**config.mk**
```make
export PLATFORM = sky130hd
export DESIGN_NAME = serial_subtractor
export DESIGN_NICKNAME = d
export VERILOG_FILES = /design/src/rtl/serial_subtractor.sv
export SDC_FILE = /design/constraint.sdc
export NUM_CORES = 1
export LEC_CHECK = 0
export BUFFER_PORTS_ARGS = -buffer_cell sky130_fd_sc_hd__buf_2
export CAP_MARGIN = 20
export CORE_ASPECT_RATIO = 0.75
export CORE_MARGIN = 5
export CORE_UTILIZATION = 54
export CTS_CLUSTER_SIZE = 10
export DETAILED_ROUTE_END_ITERATION = 7
export GPL_TIMING_DRIVEN = 1
export PLACE_DENSITY = 0.78
export REMOVE_ABC_BUFFERS = 1
export SETUP_SLACK_MARGIN = 0.1
export SLEW_MARGIN = 5
export SYNTH_ARGS = -nofsm -noshare
export SYNTH_HDL_FRONTEND = slang
export SYNTH_SLANG_ARGS = --single-unit
export TNS_END_PERCENT = 1
```
**constraint.sdc**
```tcl
create_clock -name clk -period 1.6 [get_ports clk]
set_input_delay 0.24 -clock clk [delete_from_list [all_inputs] [get_ports clk]]
set_output_delay 0.24 -clock clk [all_outputs]
set_load 0.03 [all_outputs]
```
**src/rtl/serial_subtractor.sv**
```systemverilog
// Bit-serial a - b - bin subtractor, LSB first.
// One full-subtractor cell reused over WIDTH cycles.
module serial_subtractor #(
    parameter int WIDTH = 8
) (
    input  logic             clk,
    input  logic             rst_n,
    input  logic             start,
    input  logic [WIDTH-1:0] a,
    input  logic [WIDTH-1:0] b,
    input  logic             bin,
    output logic             busy,
    output logic             done,
    output logic [WIDTH-1:0] diff,
    output logic             bout,
    output logic             diff_ser,
    output logic             diff_ser_vld
);

    localparam int CW = $clog2(WIDTH);
    localparam logic [CW-1:0] LAST = CW'(WIDTH - 1);

    typedef enum logic [1:0] {
        IDLE,
        RUN,
        DONE
    } state_t;

    state_t state;
    state_t state_nx;

    logic [WIDTH-1:0] sa;
    logic [WIDTH-1:0] sb;
    logic [WIDTH-1:0] res;
    logic [WIDTH-1:0] diff_q;
    logic [CW-1:0]    cnt;
    logic             br;
    logic             bout_q;

    logic a0;
    logic b0;
    logic d;
    logic br_nx;
    logic last;

    // full-subtractor cell on the current LSBs and registered borrow
    always_comb begin
        a0    = sa[0];
        b0    = sb[0];
        d     = a0 ^ b0 ^ br;
        br_nx = (~a0 & b0) | (~(a0 ^ b0) & br);
        last  = (cnt == LAST);
    end

    // state register
    always_ff @(posedge clk or negedge rst_n) begin
        if (!rst_n) begin
            state <= IDLE;
        end else begin
            state <= state_nx;
        end
    end

    // next-state logic; start is ignored outside IDLE
    always_comb begin
        state_nx = state;
        unique case (state)
            IDLE:    if (start) state_nx = RUN;
            RUN:     if (last) state_nx = DONE;
            DONE:    state_nx = IDLE;
            default: state_nx = IDLE;
        endcase
    end

    // operand shifters, borrow, counter and held result
    always_ff @(posedge clk or negedge rst_n) begin
        if (!rst_n) begin
            sa     <= '0;
            sb     <= '0;
            res    <= '0;
            br     <= 1'b0;
            cnt    <= '0;
            diff_q <= '0;
            bout_q <= 1'b0;
        end else begin
            unique case (state)
                IDLE: begin
                    if (start) begin
                        sa  <= a;
                        sb  <= b;
                        br  <= bin;
                        cnt <= '0;
                    end
                end
                RUN: begin
                    sa  <= sa >> 1;
                    sb  <= sb >> 1;
                    res <= {d, res[WIDTH-1:1]};
                    br  <= br_nx;
                    cnt <= cnt + 1'b1;
                    if (last) begin
                        diff_q <= {d, res[WIDTH-1:1]};
                        bout_q <= br_nx;
                    end
                end
                default: ;
            endcase
        end
    end

    // outputs derive only from state and registers
    always_comb begin
        busy         = (state != IDLE);
        done         = (state == DONE);
        diff_ser_vld = (state == RUN);
        diff_ser     = diff_ser_vld & d;
        diff         = diff_q;
        bout         = bout_q;
    end

endmodule
```
Word-level counts from Yosys, hierarchy flattened
Index checks and enable logic that the tools add are counted.
{"block": "totals", "reg_bits": 39, "input_bits": 20, "out_inout_bits": 13, "elab_cells": 39}
{"block": "op_classes", "n_addsub": 1, "eq_ne": 5, "mux": 11, "n_bitwise": 8, "n_reduce_logical": 6}
{"op": "case mux 8 bit (2 select lines)", "count": 2}
{"op": "2-to-1 mux 8 bit", "count": 2}
{"op": "case mux 3 bit (2 select lines)", "count": 1}
{"op": "AND reduction 2 bit", "count": 3}
{"op": "2-to-1 mux 2 bit", "count": 2}
{"op": "case mux 2 bit (2 select lines)", "count": 1}
{"op": "nonzero test 2 bit", "count": 2}
{"op": "adder 3 x 1 -> 3 bit (second input constant)", "count": 1}
{"op": "bitwise AND 1 bit", "count": 3}
{"op": "equality test 3 bit (second input constant)", "count": 1}
{"op": "2-to-1 mux 3 bit", "count": 1}
{"op": "equality test 2 x 1 -> 1 bit (second input constant)", "count": 1}
{"op": "equality test 2 bit (second input constant)", "count": 1}
{"op": "logical NOT 2 bit", "count": 1}
{"op": "inequality test 2 x 1 -> 1 bit (second input constant)", "count": 1}
{"op": "inequality test 2 bit (second input constant)", "count": 1}
{"op": "inverter 1 bit", "count": 2}
{"op": "case mux 1 bit (2 select lines)", "count": 1}
{"op": "XOR 1 bit", "count": 2}
{"op": "2-to-1 mux 1 bit", "count": 1}
{"op": "bitwise OR 1 bit", "count": 1}

Depth between registers and ports, before layout
{"block": "depth", "depth_word": 5, "depth_mapped": 6, "mapped_depth_nobuf": 5}

Least setup slack after synthesis
No wires, ideal clock.
{"block": "synth_timing", "kind": "flip-flop to output port", "start": "register sa[0]", "end": "output diff_ser", "t_arrival_ps": 1240, "required_time_ps": 1360, "slack_ps": 120, "stages_incl_launch_ff": 3, "n_path_buf": 0, "cell_sequence": "dfrtp_1 fa_1 and2_1"}
{"block": "synth_between", "elab_chain_len": 3}
{"element": "start, declared", "line_no": "32", "text": "logic [WIDTH-1:0] sa;"}
{"element": "start signal, assigned", "line_no": "96", "text": "sa <= sa >> 1;"}
{"element": "XOR 1 bit (2 in series)", "line_no": "50", "text": "d = a0 ^ b0 ^ br;"}
{"element": "named net d", "line_no": "42", "text": "logic d;"}
{"element": "bitwise AND 1 bit", "line_no": "116", "text": "diff_ser = diff_ser_vld & d;"}
{"element": "end, declared", "line_no": "16", "text": "output logic diff_ser,"}
The timed path passes the listed nets, and every way through them passes these cells.

Worst setup path after layout
{"block": "layout_timing", "start": "register br", "end": "output diff_ser"}
{"block": "layout_between", "elab_chain_len": 2}
{"element": "start, declared", "line_no": "37", "text": "logic br;"}
{"element": "start signal, assigned", "line_no": "91", "text": "br <= bin;"}
{"element": "start signal, assigned", "line_no": "99", "text": "br <= br_nx;"}
{"element": "XOR 1 bit", "line_no": "50"}
{"element": "named net d", "line_no": "42"}
{"element": "bitwise AND 1 bit", "line_no": "116"}
The timed path passes the listed nets, and every way through them passes these cells.

==> flow_summary.toml <==
[pwr]
seq_power_share = 0.375
power.switching_w = 0.00185
p_leak_nw = 1.06
power.density_mw_per_mm2 = 2130
combPwrFrac = 0.482
swShare = 0.398
p_int_w = 0.00280
ir_drop_uv = 1050
clock_power_share = 0.144

[detailed_routing]
num_vias = 1422
dr.pass1.iters = 4
drc_errors = 0
drt_wl_total_mm = 3.91
vias_per_cell = 5.69
drtIter0Drc = 95
ant_nets = 0
wl_per_cell_um = 15.6

[synth]
synth-seq-cells = 38
synthCells = 167
synth_cell_types = 28
avgSynthCellArea_sq_um = 10.6
yosysSeqAreaShare = 0.537
syn_area_sq_mm = 0.00177
yosysWarnings = 0

[sta]
clock_skew_ns = 0.00529
slew_headroom = 0.727
tightest_slew_ns = 0.410
finalSetupViolations = 1
finalSetupTns_ns = -0.174
period_minus_slack_ns = 1.77
hold_violations = 0
fmax_mhz = 564
grt_setup_unrepaired = "yes"
timing.final.ws_setup_ns = -0.174
report.final.slew_viol_count = 0
finalCritPeriodShare = 1.11

[worst_setup_path]
reg2reg_depth = 4
cp.required_ns = 1.36
end_kind = "primary output"
worstSetupPathType = "reg2out"
cp-start-kind = "register"
arrival_ns = 1.53
critical_path_peak_fanout = 2

[final_layout]
drive_gt1_frac = 0.362
diodes = 0
area_growth_pct = 23.2
stdcell_area_sq_mm = 0.00218
final_cells = 250
nNetsFinal = 232

[worst_hold_path]
hold_path_class = "in2reg"
whs_path_depth = 3

[placed_design]
port_buffers = 32
dp_slack_ns = 0.0509
post_dp_cell_area_sq_mm = 0.00199
dp.cells = 237
gp_congestion = 0.793
dp_hpwl_mm = 2.68

[clocking]
clk_pin_slew_ns = 0.07
cts_sinks = 38
cts_buffers = 5
cts-root-buf = "clkbuf_8"
htreeDepth = 2
cts_tree = "done"
clk-insertion-delay-late_ns = 0.29
cts_buffer_depth = 2

[run_status]
violations = "setup timing"
outcome = "finished, violations left"

[floorplanning]
io_pins = 33
core-area_sq_mm = 0.00322
die_area_sq_mm = 0.00454
rows = 18
die_w_um = 76.1
initial_core_util = 0.550
die_h_um = 59.6

[global_routing]
grt_overflow = 0
grt_pass1_vias = 1427
antenna_found_initial = 0
grt_pass1_wl_mm = 6.56
grt_max_degree = 23
grt_usage = 0.182

[flow_run]
cap_violations = 0
-- path summary, 6_finish.rpt --
check | startpoint | end | slack [ns]
worst max-delay path | br | diff_ser | -0.17
worst min-delay path | a[7] | sa[7] | 0.19
worst max register to register | cnt[0] | diff[0] | 0.15
worst min register to register | res[1] | res[1] | 0.50
max in group asynchronous | rst_n | res[3] | 0.74
min in group asynchronous | rst_n | sa[1] | 0.41
-- kinds of logic (layout without fill, tap and decap cells) --
kind of cell	Yosys count	count (layout)	share of synthesized area
mux	9	9	0.0713
simple gates	69	69	0.194
flops	38	38	0.537
fa+ha+maj	3	3	0.0254
buf+inv	19	62	0.0614
compound gates	29	29	0.111
-- cells in the final DEF, fill, tap and decap left out, types with 2 or more instances in the layout --
cell type / Yosys / routed
dfrtp_1: 38 / 37
nor3_1: 33 / 33
buf_2: 8 / 28
nand2_1: 22 / 22
o22ai_1: 14 / 14
buf_4: 1 / 13
mux2_4: 7 / 8
o21ai_0: 7 / 7
clkbuf_8: 0 / 6
nor2_1: 6 / 5
buf_6: 3 / 5
o32ai_1: 3 / 3
nand2b_4: 1 / 2
inv_2: 0 / 2
inv_1: 6 / 2
a22o_1: 2 / 2
-- per-layer routing --
layer,GRT usage,wire length (um)
met5,0,0
met4,0.0623,45
met3,0.0380,187
met2,0.306,1880
met1,0.237,1790
-- timing repair --
action,4_1_cts,5_1_grt
hold endpoints to repair,16,0
endpoints found under the setup margin,5,4
buffers inserted,3,1
gates resized for setup,14,8
hold buffers,1,0
pin swaps,3,2
-- power by group through the flow --
stage | Clock (W) | Sequential [W] | Combinational, W
after floorplan | 0 | 0.00192 | 0.00110
after global placement | 0 | 0.00171 | 0.00186
after detailed placement | 0 | 0.00174 | 0.00194
after CTS | 0.000681 | 0.00172 | 0.00217
after global routing | 0.000722 | 0.00180 | 0.00244
final | 0.000669 | 0.00174 | 0.00224
-- through the flow --
stage / power, W / util / hold slack, ns
CTS: 0.00458 / 0.667 / 0.191
global placement: 0.00357 / 0.618 / 0.186
detailed placement: 0.00367 / 0.618 / 0.186
global route: 0.00497 / 0.678 / 0.207
finish: 0.00465 / 0.678 / 0.192
floorplan: 0.00302 / - / -0.0556
-- final cells by class --
class	instances	area [sq um]
Clock buffer	7	86.3
Clock inverter	1	5.00
Fill cell	228	1040
Inverter	6	28.8
Multi-Input combinational cell	110	736
Sequential cell	38	952
Tap cell	40	50.0
Timing Repair Buffer	48	324
-- flip-flops by register name (all words and copies together), names as in the netlist --
register,cells
bout,1
br,1
cnt,3
diff,8
res,7
sa,8
sb,8
state,2
-- cells in the mapped netlist --
cell,instances,area share
o31ai_1,1,0.0042
mux2i_1,1,0.0056
inv_1,6,0.013
or3_1,1,0.0035
o22ai_1,14,0.049
clkbuf_2,1,0.0028
mux2_4,7,0.059
o21ai_0,7,0.020
nand2b_2,1,0.0049
or2_2,2,0.0071
nor2_1,6,0.013
nand2b_4,1,0.0078
and2_1,1,0.0035
buf_4,1,0.0042
fa_1,1,0.011
nor2b_1,1,0.0035
a21o_1,1,0.0042
a221oi_2,1,0.0085
buf_2,8,0.023
ha_1,2,0.014
dfrtp_1,38,0.54
nand2_1,22,0.047
mux2_2,1,0.0064
buf_6,3,0.019
o32ai_1,3,0.015
a22o_1,2,0.0099
nor3_1,33,0.093
nand3b_4,1,0.011
-- worst max-delay path, cell delays in order (launching register included) --
cell     delay (ns)
dfrtp_1        0.36
inv_2          0.05
fa_1           0.56
and2_4         0.15
buf_6          0.12
Note: power is estimated with default switching activity, not from simulation.
